===== src/rtl/spike_pkg.sv =====
// Shared definitions for spike-train receivers.
//   - default widths for the spike rate/interval decoders
//   - ISI tracking state encoding
//   - sat_inc: increment that clamps at the all-ones value of a given width
package spike_pkg;

    localparam int unsigned DEF_WINDOW_LOG2 = 8;
    localparam int unsigned DEF_COUNT_W     = 8;
    localparam int unsigned DEF_ISI_W       = 8;

    typedef enum logic [0:0] {
        ISI_IDLE  = 1'b0,
        ISI_ARMED = 1'b1
    } isi_state_e;

    // Returns val+1, clamped to 2**width-1. Callers cast the result back to
    // their own width.
    function automatic logic [31:0] sat_inc(input logic [31:0] val,
                                            input int unsigned width);
        logic [31:0] max_val;
        max_val = (width >= 32) ? '1 : ((32'd1 << width) - 32'd1);
        return (val >= max_val) ? max_val : (val + 32'd1);
    endfunction

endpackage


===== src/rtl/spike_edge_detect.sv =====
// Rising-edge spike event detector.
//   clk, reset   : clock, synchronous active-high reset
//   enable       : gates event generation only
//   spike_in     : spike level, synchronous to clk
//   spike_event  : high for one cycle on an enabled rising edge of spike_in
module spike_edge_detect (
    input  logic clk,
    input  logic reset,
    input  logic enable,
    input  logic spike_in,
    output logic spike_event
);

    logic prev_spike_q;
    logic prev_spike_d;

    // Tracks spike_in even while disabled, so a level that is already high
    // when enable rises does not produce an event.
    always_comb prev_spike_d = spike_in;

    always_ff @(posedge clk) begin
        if (reset) prev_spike_q <= 1'b0;
        else       prev_spike_q <= prev_spike_d;
    end

    assign spike_event = enable & spike_in & ~prev_spike_q;

endmodule


===== src/rtl/spike_rate_decoder.sv =====
// Spike-train decoder: rate code (spikes per window) and temporal code
// (interval between consecutive spikes).
//   clk, reset  : clock, synchronous active-high reset
//   enable      : low freezes every counter and the ISI state
//   spike_in    : spike level from a neuron
//   rate_out    : spike count of the last completed window
//   rate_valid  : one-cycle pulse when rate_out updates
//   rate_sat    : last completed window saturated the count
//   isi_out     : enabled cycles between the last two spike events
//   isi_valid   : one-cycle pulse when isi_out updates
//   isi_sat     : isi_out is at its saturated value
module spike_rate_decoder
    import spike_pkg::*;
#(
    parameter int unsigned WINDOW_LOG2 = DEF_WINDOW_LOG2,
    parameter int unsigned COUNT_W     = DEF_COUNT_W,
    parameter int unsigned ISI_W       = DEF_ISI_W
) (
    input  logic               clk,
    input  logic               reset,
    input  logic               enable,
    input  logic               spike_in,
    output logic [COUNT_W-1:0] rate_out,
    output logic               rate_valid,
    output logic               rate_sat,
    output logic [ISI_W-1:0]   isi_out,
    output logic               isi_valid,
    output logic               isi_sat
);

    logic spike_event;

    spike_edge_detect u_edge (
        .clk         (clk),
        .reset       (reset),
        .enable      (enable),
        .spike_in    (spike_in),
        .spike_event (spike_event)
    );

    // Rate path state
    logic [WINDOW_LOG2-1:0] win_q, win_d;
    logic [COUNT_W-1:0]     spk_q, spk_d;
    logic                   sat_acc_q, sat_acc_d;
    logic [COUNT_W-1:0]     rate_out_q, rate_out_d;
    logic                   rate_valid_q, rate_valid_d;
    logic                   rate_sat_q, rate_sat_d;

    // ISI path state
    isi_state_e             isi_state_q, isi_state_d;
    logic [ISI_W-1:0]       isi_cnt_q, isi_cnt_d;
    logic [ISI_W-1:0]       isi_out_q, isi_out_d;
    logic                   isi_valid_q, isi_valid_d;
    logic                   isi_sat_q, isi_sat_d;

    logic                   win_end;
    logic [COUNT_W-1:0]     spk_next;
    logic                   spk_ovf;
    logic [ISI_W-1:0]       isi_inc;

    always_comb begin
        win_end  = enable & (win_q == '1);
        spk_next = spike_event ? COUNT_W'(sat_inc(32'(spk_q), COUNT_W)) : spk_q;
        spk_ovf  = spike_event & (spk_q == '1);

        win_d        = enable ? (win_q + WINDOW_LOG2'(1)) : win_q;
        spk_d        = spk_next;
        sat_acc_d    = sat_acc_q | spk_ovf;
        rate_out_d   = rate_out_q;
        rate_sat_d   = rate_sat_q;
        rate_valid_d = 1'b0;

        // An event in the final window cycle is folded into the closing
        // window's result; the new window starts from zero.
        if (win_end) begin
            rate_out_d   = spk_next;
            rate_sat_d   = sat_acc_q | spk_ovf;
            rate_valid_d = 1'b1;
            spk_d        = '0;
            sat_acc_d    = 1'b0;
        end
    end

    always_comb begin
        isi_inc     = ISI_W'(sat_inc(32'(isi_cnt_q), ISI_W));
        isi_state_d = isi_state_q;
        isi_cnt_d   = isi_cnt_q;
        isi_out_d   = isi_out_q;
        isi_sat_d   = isi_sat_q;
        isi_valid_d = 1'b0;

        case (isi_state_q)
            ISI_IDLE: begin
                if (spike_event) begin
                    isi_state_d = ISI_ARMED;
                    isi_cnt_d   = '0;
                end
            end
            ISI_ARMED: begin
                // The event cycle itself counts toward the interval, so
                // spikes k enabled cycles apart report k.
                if (spike_event) begin
                    isi_out_d   = isi_inc;
                    isi_sat_d   = (isi_inc == '1);
                    isi_valid_d = 1'b1;
                    isi_cnt_d   = '0;
                end else if (enable) begin
                    isi_cnt_d   = isi_inc;
                end
            end
            default: isi_state_d = ISI_IDLE;
        endcase
    end

    always_ff @(posedge clk) begin
        if (reset) begin
            win_q        <= '0;
            spk_q        <= '0;
            sat_acc_q    <= 1'b0;
            rate_out_q   <= '0;
            rate_valid_q <= 1'b0;
            rate_sat_q   <= 1'b0;
            isi_state_q  <= ISI_IDLE;
            isi_cnt_q    <= '0;
            isi_out_q    <= '0;
            isi_valid_q  <= 1'b0;
            isi_sat_q    <= 1'b0;
        end else begin
            win_q        <= win_d;
            spk_q        <= spk_d;
            sat_acc_q    <= sat_acc_d;
            rate_out_q   <= rate_out_d;
            rate_valid_q <= rate_valid_d;
            rate_sat_q   <= rate_sat_d;
            isi_state_q  <= isi_state_d;
            isi_cnt_q    <= isi_cnt_d;
            isi_out_q    <= isi_out_d;
            isi_valid_q  <= isi_valid_d;
            isi_sat_q    <= isi_sat_d;
        end
    end

    assign rate_out   = rate_out_q;
    assign rate_valid = rate_valid_q;
    assign rate_sat   = rate_sat_q;
    assign isi_out    = isi_out_q;
    assign isi_valid  = isi_valid_q;
    assign isi_sat    = isi_sat_q;

endmodule


===== config.mk =====
export PLATFORM = sky130hd
export DESIGN_NAME = spike_rate_decoder
export DESIGN_NICKNAME = d
export VERILOG_FILES = /design/src/rtl/spike_pkg.sv /design/src/rtl/spike_edge_detect.sv /design/src/rtl/spike_rate_decoder.sv
export SDC_FILE = /design/constraint.sdc
export NUM_CORES = 1
export LEC_CHECK = 0
export BUFFER_PORTS_ARGS = -buffer_cell sky130_fd_sc_hd__buf_2
export CORE_UTILIZATION = 25
export CTS_CLUSTER_DIAMETER = 200
export DETAILED_ROUTE_END_ITERATION = 16
export PLACE_DENSITY = 0.49
export RECOVER_POWER = 25
export SYNTH_ARGS = -nofsm -noshare
export SYNTH_HDL_FRONTEND = slang
export SYNTH_SLANG_ARGS = --single-unit

===== constraint.sdc =====
create_clock -name clk -period 2.8 [get_ports clk]
set_input_delay 0.28 -clock clk [delete_from_list [all_inputs] [get_ports clk]]
set_output_delay 0.28 -clock clk [all_outputs]
set_load 0.02 [all_outputs]

# == Yosys cells after proc, flatten, opt, wreduce, memory -nomap -nowiden ==
# Cells that the tools add are included.
# totals
regBits,47
inputBits,4
output_inout_bits,20
elab_cells,43
# op_classes
add_sub_neg,3
magnitude_cmp,2
n_eq_ne,5
n_mux,10
bitwise_logic,7
n_reduce_logical,4
# ops
cell,n
8-bit 2-to-1 mux,6
8-bit by 1-bit adder with 8-bit output (second input constant),3
8-bit equality test (second input constant),3
8-bit >= comparator (second input constant),2
8-bit one-hot mux with 2 select lines,1
1-bit AND,4
2-bit AND reduction,2
2-bit OR reduction,2
1-bit 2-to-1 mux,3
3-bit inequality test (second input constant),1
2-bit inequality test (second input constant),1
1-bit NOT,2
1-bit OR,1

# == Depth between registers and ports, before layout ==
# logic_depth
word_depth,5
depth_mapped,6
mapped_depth_nobuf,5

# == Hierarchy ==
# A second synthesis with hierarchy kept.
# unflattened
cells_unflattened,232
hier_area_um2,2001.9
# by_module_without_submodules
module,instances,cells_per_inst,area_per_inst_um2,seq_area_each_um2
spike_rate_decoder,1,229,1966.9,920.9
spike_edge_detect,1,3,35.0,20.0

# == Worst setup path before layout ==
# Ideal clock, no wire load.
# synth_timing
path_type,register -> register
startpoint,register isi_cnt_q[0]
endpoint,register isi_cnt_q[5]
setup_time_ns,0.095
t_arrival_ns,1.363
required_time_ns,2.705
setup_slack_ns,1.341
path_stages_with_launch,6
path_buffers,1
synth_period_minus_slack_ns,1.459
path_cell_list,dfxtp_1 -> ha_1 -> clkbuf_1 -> and4_1 -> o21ai_0 -> a221oi_1
# synth_between
elab_chain_len,5
word_cells_on_any_way,6
classes_between,add/sub (1); order compare (1); mux (4)
# synth_rtl
item,line,text
start: declaration,spike_rate_decoder.sv:51,"logic [ISI_W-1:0] isi_cnt_q, isi_cnt_d;"
start signal: assignment,spike_rate_decoder.sv:136,isi_cnt_q <= isi_cnt_d;
8-bit by 1-bit adder with 8-bit output / 8-bit >= comparator (equally long branches),spike_pkg.sv:22,return (val >= max_val) ? max_val : (val + 32'd1);
8-bit 2-to-1 mux *,spike_pkg.sv:22,
8-bit 2-to-1 mux *,spike_rate_decoder.sv:107,end else if (enable) begin
8-bit 2-to-1 mux *,spike_rate_decoder.sv:102,if (spike_event) begin
8-bit one-hot mux with 2 select lines *,spike_rate_decoder.sv:92,case (isi_state_q)
# Mark *: on every way between the ends. The rest lies on a longest branch, timed or not. The select of a mux whose other input is x is not followed.
# A chain may end at the register's enable or synchronous reset.

==> impl_summary.txt <==
----------------------------------------------------
[Run status]
  Outcome ... complete, no violations

[Power]
  Leakage power figure ... slightly above 0.8 nW
  Worst ir drop on vdd ... 0.161 mV
  Power per cell area ... around 500 nW/µm²
  PnR Total Power ... 1.19 mW

[Worst setup path]
  End of the worst register-to-register path ... isi_out[0]
  Setup slack, reg-to-reg ... 1.16 ns
  Worst r2r path cells ... 4
  Largest fanout of any net on the critical path ... 33
  Startpoint types ... input port
  Req. time, crit path ... 2.98 ns
  Arrival time worst endpoint ... ~1.9 ns
  Crit. End Element ... register
  Critical path type ... in2reg
  Startpoint of the lowest-slack register-to-register path ... isi_cnt_q[0]

[STA]
  Number of max-slew violations in the final report ... 0
  Slew margin rel. ... 5.09%
  Setup violators final ... 0
  Post-route fraction of the period consumed by the critical path ... 60.9%
  Min Tclk post-route ... 1.70 ns
  Worst hold slack across all endpoints ... 0.283 ns
  Slew @ Worst Pin ... 1.42 ns
  Setup TNS after final layout ... 0 ns
  Highest clock rate ... just under 600 MHz
  Final hold vios ... 0
  Final Skew ... around 0.0041 ns
  Setup slack of the critical path after layout ... roughly 1.1 ns
  Unrepaired setup endpoints after global routing ... no

[Logic synthesis]
  Area share of fa/ha/maj cells after synthesis ... under 10%
  Cells after Synth ... ~240
  Top cell type's share of synthesized area ... roughly 45%
  Share of synthesized cell area in and, or, nand and nor gates ... a little over a quarter
  Post-synth top flop ... dfxtp_1
  Post-synth top area cell ... dfxtp_1
  Library cells used by synthesis ... 46
  Share of the synthesized netlist area taken by xor and xnor gates ... between 3 and 4%
  Synth warn ... 0
  Number of enable flip-flop cells after synthesis ... 0
  Syn_area_per_cell ... roughly 8.9 µm²
  Synth Area in Compound Gates ... between 10% and 20%
  Mux share of post-synthesis cell area ... under 10%
  Share of synthesized area occupied by flip-flops and latches ... around 45%
  #FFs+latches synth ... 47
  Ranking of synthesized cells by area ... dfxtp_1, nor2_1, nand2_1
  Total nets after synthesis ... between 200 and 250
  Async S/R FF share, synth ... 0%
  Post-synth design cell area ... 2110 µm²
  Main combinational cell family by area after synthesis ... simple AND/OR/NAND/NOR gates

[Clock network]
  Register clock-pin slew on the reported worst setup and hold paths ... about 0.080 ns
  CTS H-tree depth ... 2
  Post-CTS Hold Buffers ... 0
  Clock tree root driver cell ... clkbuf_8
  Setup Fix Bufs, Post-CTS ... 0
  Sink Count ... 47
  TritonCTS clock tree ... done
  Worst-skew pair later-pin latency ... roughly 0.3 ns
  Worst-case clock buffer depth ... 2
  Total of cells resized after clock tree synthesis ... 0
  CTS buffer count ... 5

[Drt]
  Vias ... around 1800
  Vias per cell ... a little under 5
  Routed wire per std cell ... 12.5 µm
  DRC violations left ... 0
  Final wirelength ... between 4000 and 5000 µm
  Post-detailed-route count of antenna-violating nets ... 0
  Starting DRT DRC Count ... 96
  Number of iterations in the first detailed-routing pass ... 4

[GRT]
  GRT Residual Overflow ... 0
  Wire length of the first global-routing pass ... slightly below 8000 µm
  Largest net degree at the start of global routing ... 34
  Number of antenna violations at the first check in global routing ... 0
  Vias in the first global route ... between 1500 and 2000
  Global-route total usage across every layer ... a little under an eighth

[Floorplanning]
  I/O pin cnt ... 24
  DIE AREA ... between 8000 and 9000 µm²
  Y dimension of the die ... about 94 µm
  Initial Utilization ... roughly 26%
  Floorplan die width ... about 94 µm
  Num rows ... 33
  CORE AREA ... roughly 8200 µm²

[Finish]
  Ratio of cells with drive above 1 in the final layout ... a little over a tenth
  Sequential cell area ... about 940 µm²
  Final core occ ... 29.0%
  Number of diodes added for antenna fixing ... 0
  Area of the multi-input gates ... around 1100 µm²
  Most common cell after layout, fill and taps aside ... dfxtp_1
  Filler Cell Count ... 880
  Layout Area Growth over Synthesis ... 12.5%
  Layout Nets ... 262
  Commonest non-fill, non-tap cells in the layout ... dfxtp_1, nor2_1, nand2_1

[Place]
  HPWL after detailed placement ... roughly 3200 µm
  Setup slack after placement ... between 1 and 1.5 ns
  Number of buffers added on ports ... 23
  Routability cong. ... ~0.75

[Worst hold path]
  Class of the most critical hold timing path ... in2reg
  Destination of the worst hold path ... u_edge.prev_spike_q
  Hold path cells ... 2
  Worst Hold Launch ... spike_in

[Job]
  Total of max-cap violations ... 0

----------------------------------------------------
## worst max-delay path by stage
stage                     depth (start not counted)            to    startpoint  slack [ns]
final                                             3   rate_out[0]         reset        1.10
after global routing                              3   rate_out[6]         reset        0.90
after CTS                                         5   rate_out[0]      spk_q[0]        1.13
after detailed placement                          5   rate_out[0]      spk_q[0]        1.16
after global placement                            5    isi_out[6]        enable        1.17
after floorplan                                   5  isi_cnt_q[5]  isi_cnt_q[0]        1.34
## per-stage QoR
step	cells	cell area, µm²
2_1_floorplan	238	2110
3_5_place_dp	353	2290
4_1_cts	361	2390
5_1_grt	361	2370
3_3_place_gp	353	2290
6_report	361	2370
## per-layer routing
| layer | track usage (%) | wire [µm] | vias up |
|---|---|---|---|
| met2 | 18.8 | 2100 | 27 |
| met1 | 14.2 | 2200 | 829 |
| li1 | - | - | 888 |
| met5 | 0 | 0 | - |
| met3 | 3.32 | 154 | 7 |
| met4 | 3.85 | 66 | 0 |
## cell type report
cell class	count	share of cell area (%)
clock buffer	8	4.22
inverter	3	0.475
multi-input combinational	174	45.6
sequential	47	39.7
tap	105	5.54
timing repair buffer	24	4.54
## flip-flops by register name (all words and copies together) (netlist names), 8 cells and up
signal	count
win_q	8
rate_out	8
isi_out	8
isi_cnt_q	8
spk_q	8
## report_power, final
part	switching (mW)	internal [mW]
combinational	0.0367	0.0200
clock	0.224	0.226
sequential	0.00900	0.678
## critical path, cell delays in order
cell	delay, ns
clkbuf_1	1.01
or3_1	0.44
o22ai_1	0.14
## cell families (layout without fill, tap and decap cells)
group / Yosys count / after routing
AO/OA/AOI/OAI: 51 / 51
XOR/XNOR: 8 / 8
AND/OR/NAND/NOR: 107 / 107
flip-flops: 47 / 47
buffers and inverters: 17 / 35
multiplexers: 5 / 5
adder cells (fa/ha/maj): 3 / 3
## synthesized netlist by cell type (all sizes together), types with 2 or more instances
master  instances
dfxtp          47
nor2           33
nand2          17
a21oi          12
nand2b         10
nand3          10
o22ai           8
a311oi          7
buf             7
clkbuf          7
o21ai           7
and3            6
nor3            6
a211oi          5
mux2i           5
nand4           5
xor2            5
and2            3
ha              3
inv             3
nor2b           3
o211ai          3
or3             3
xnor2           3
and4            2
nand3b          2
nor4            2
o311ai          2
No activity file was read; power rests on OpenSTA's default activity.
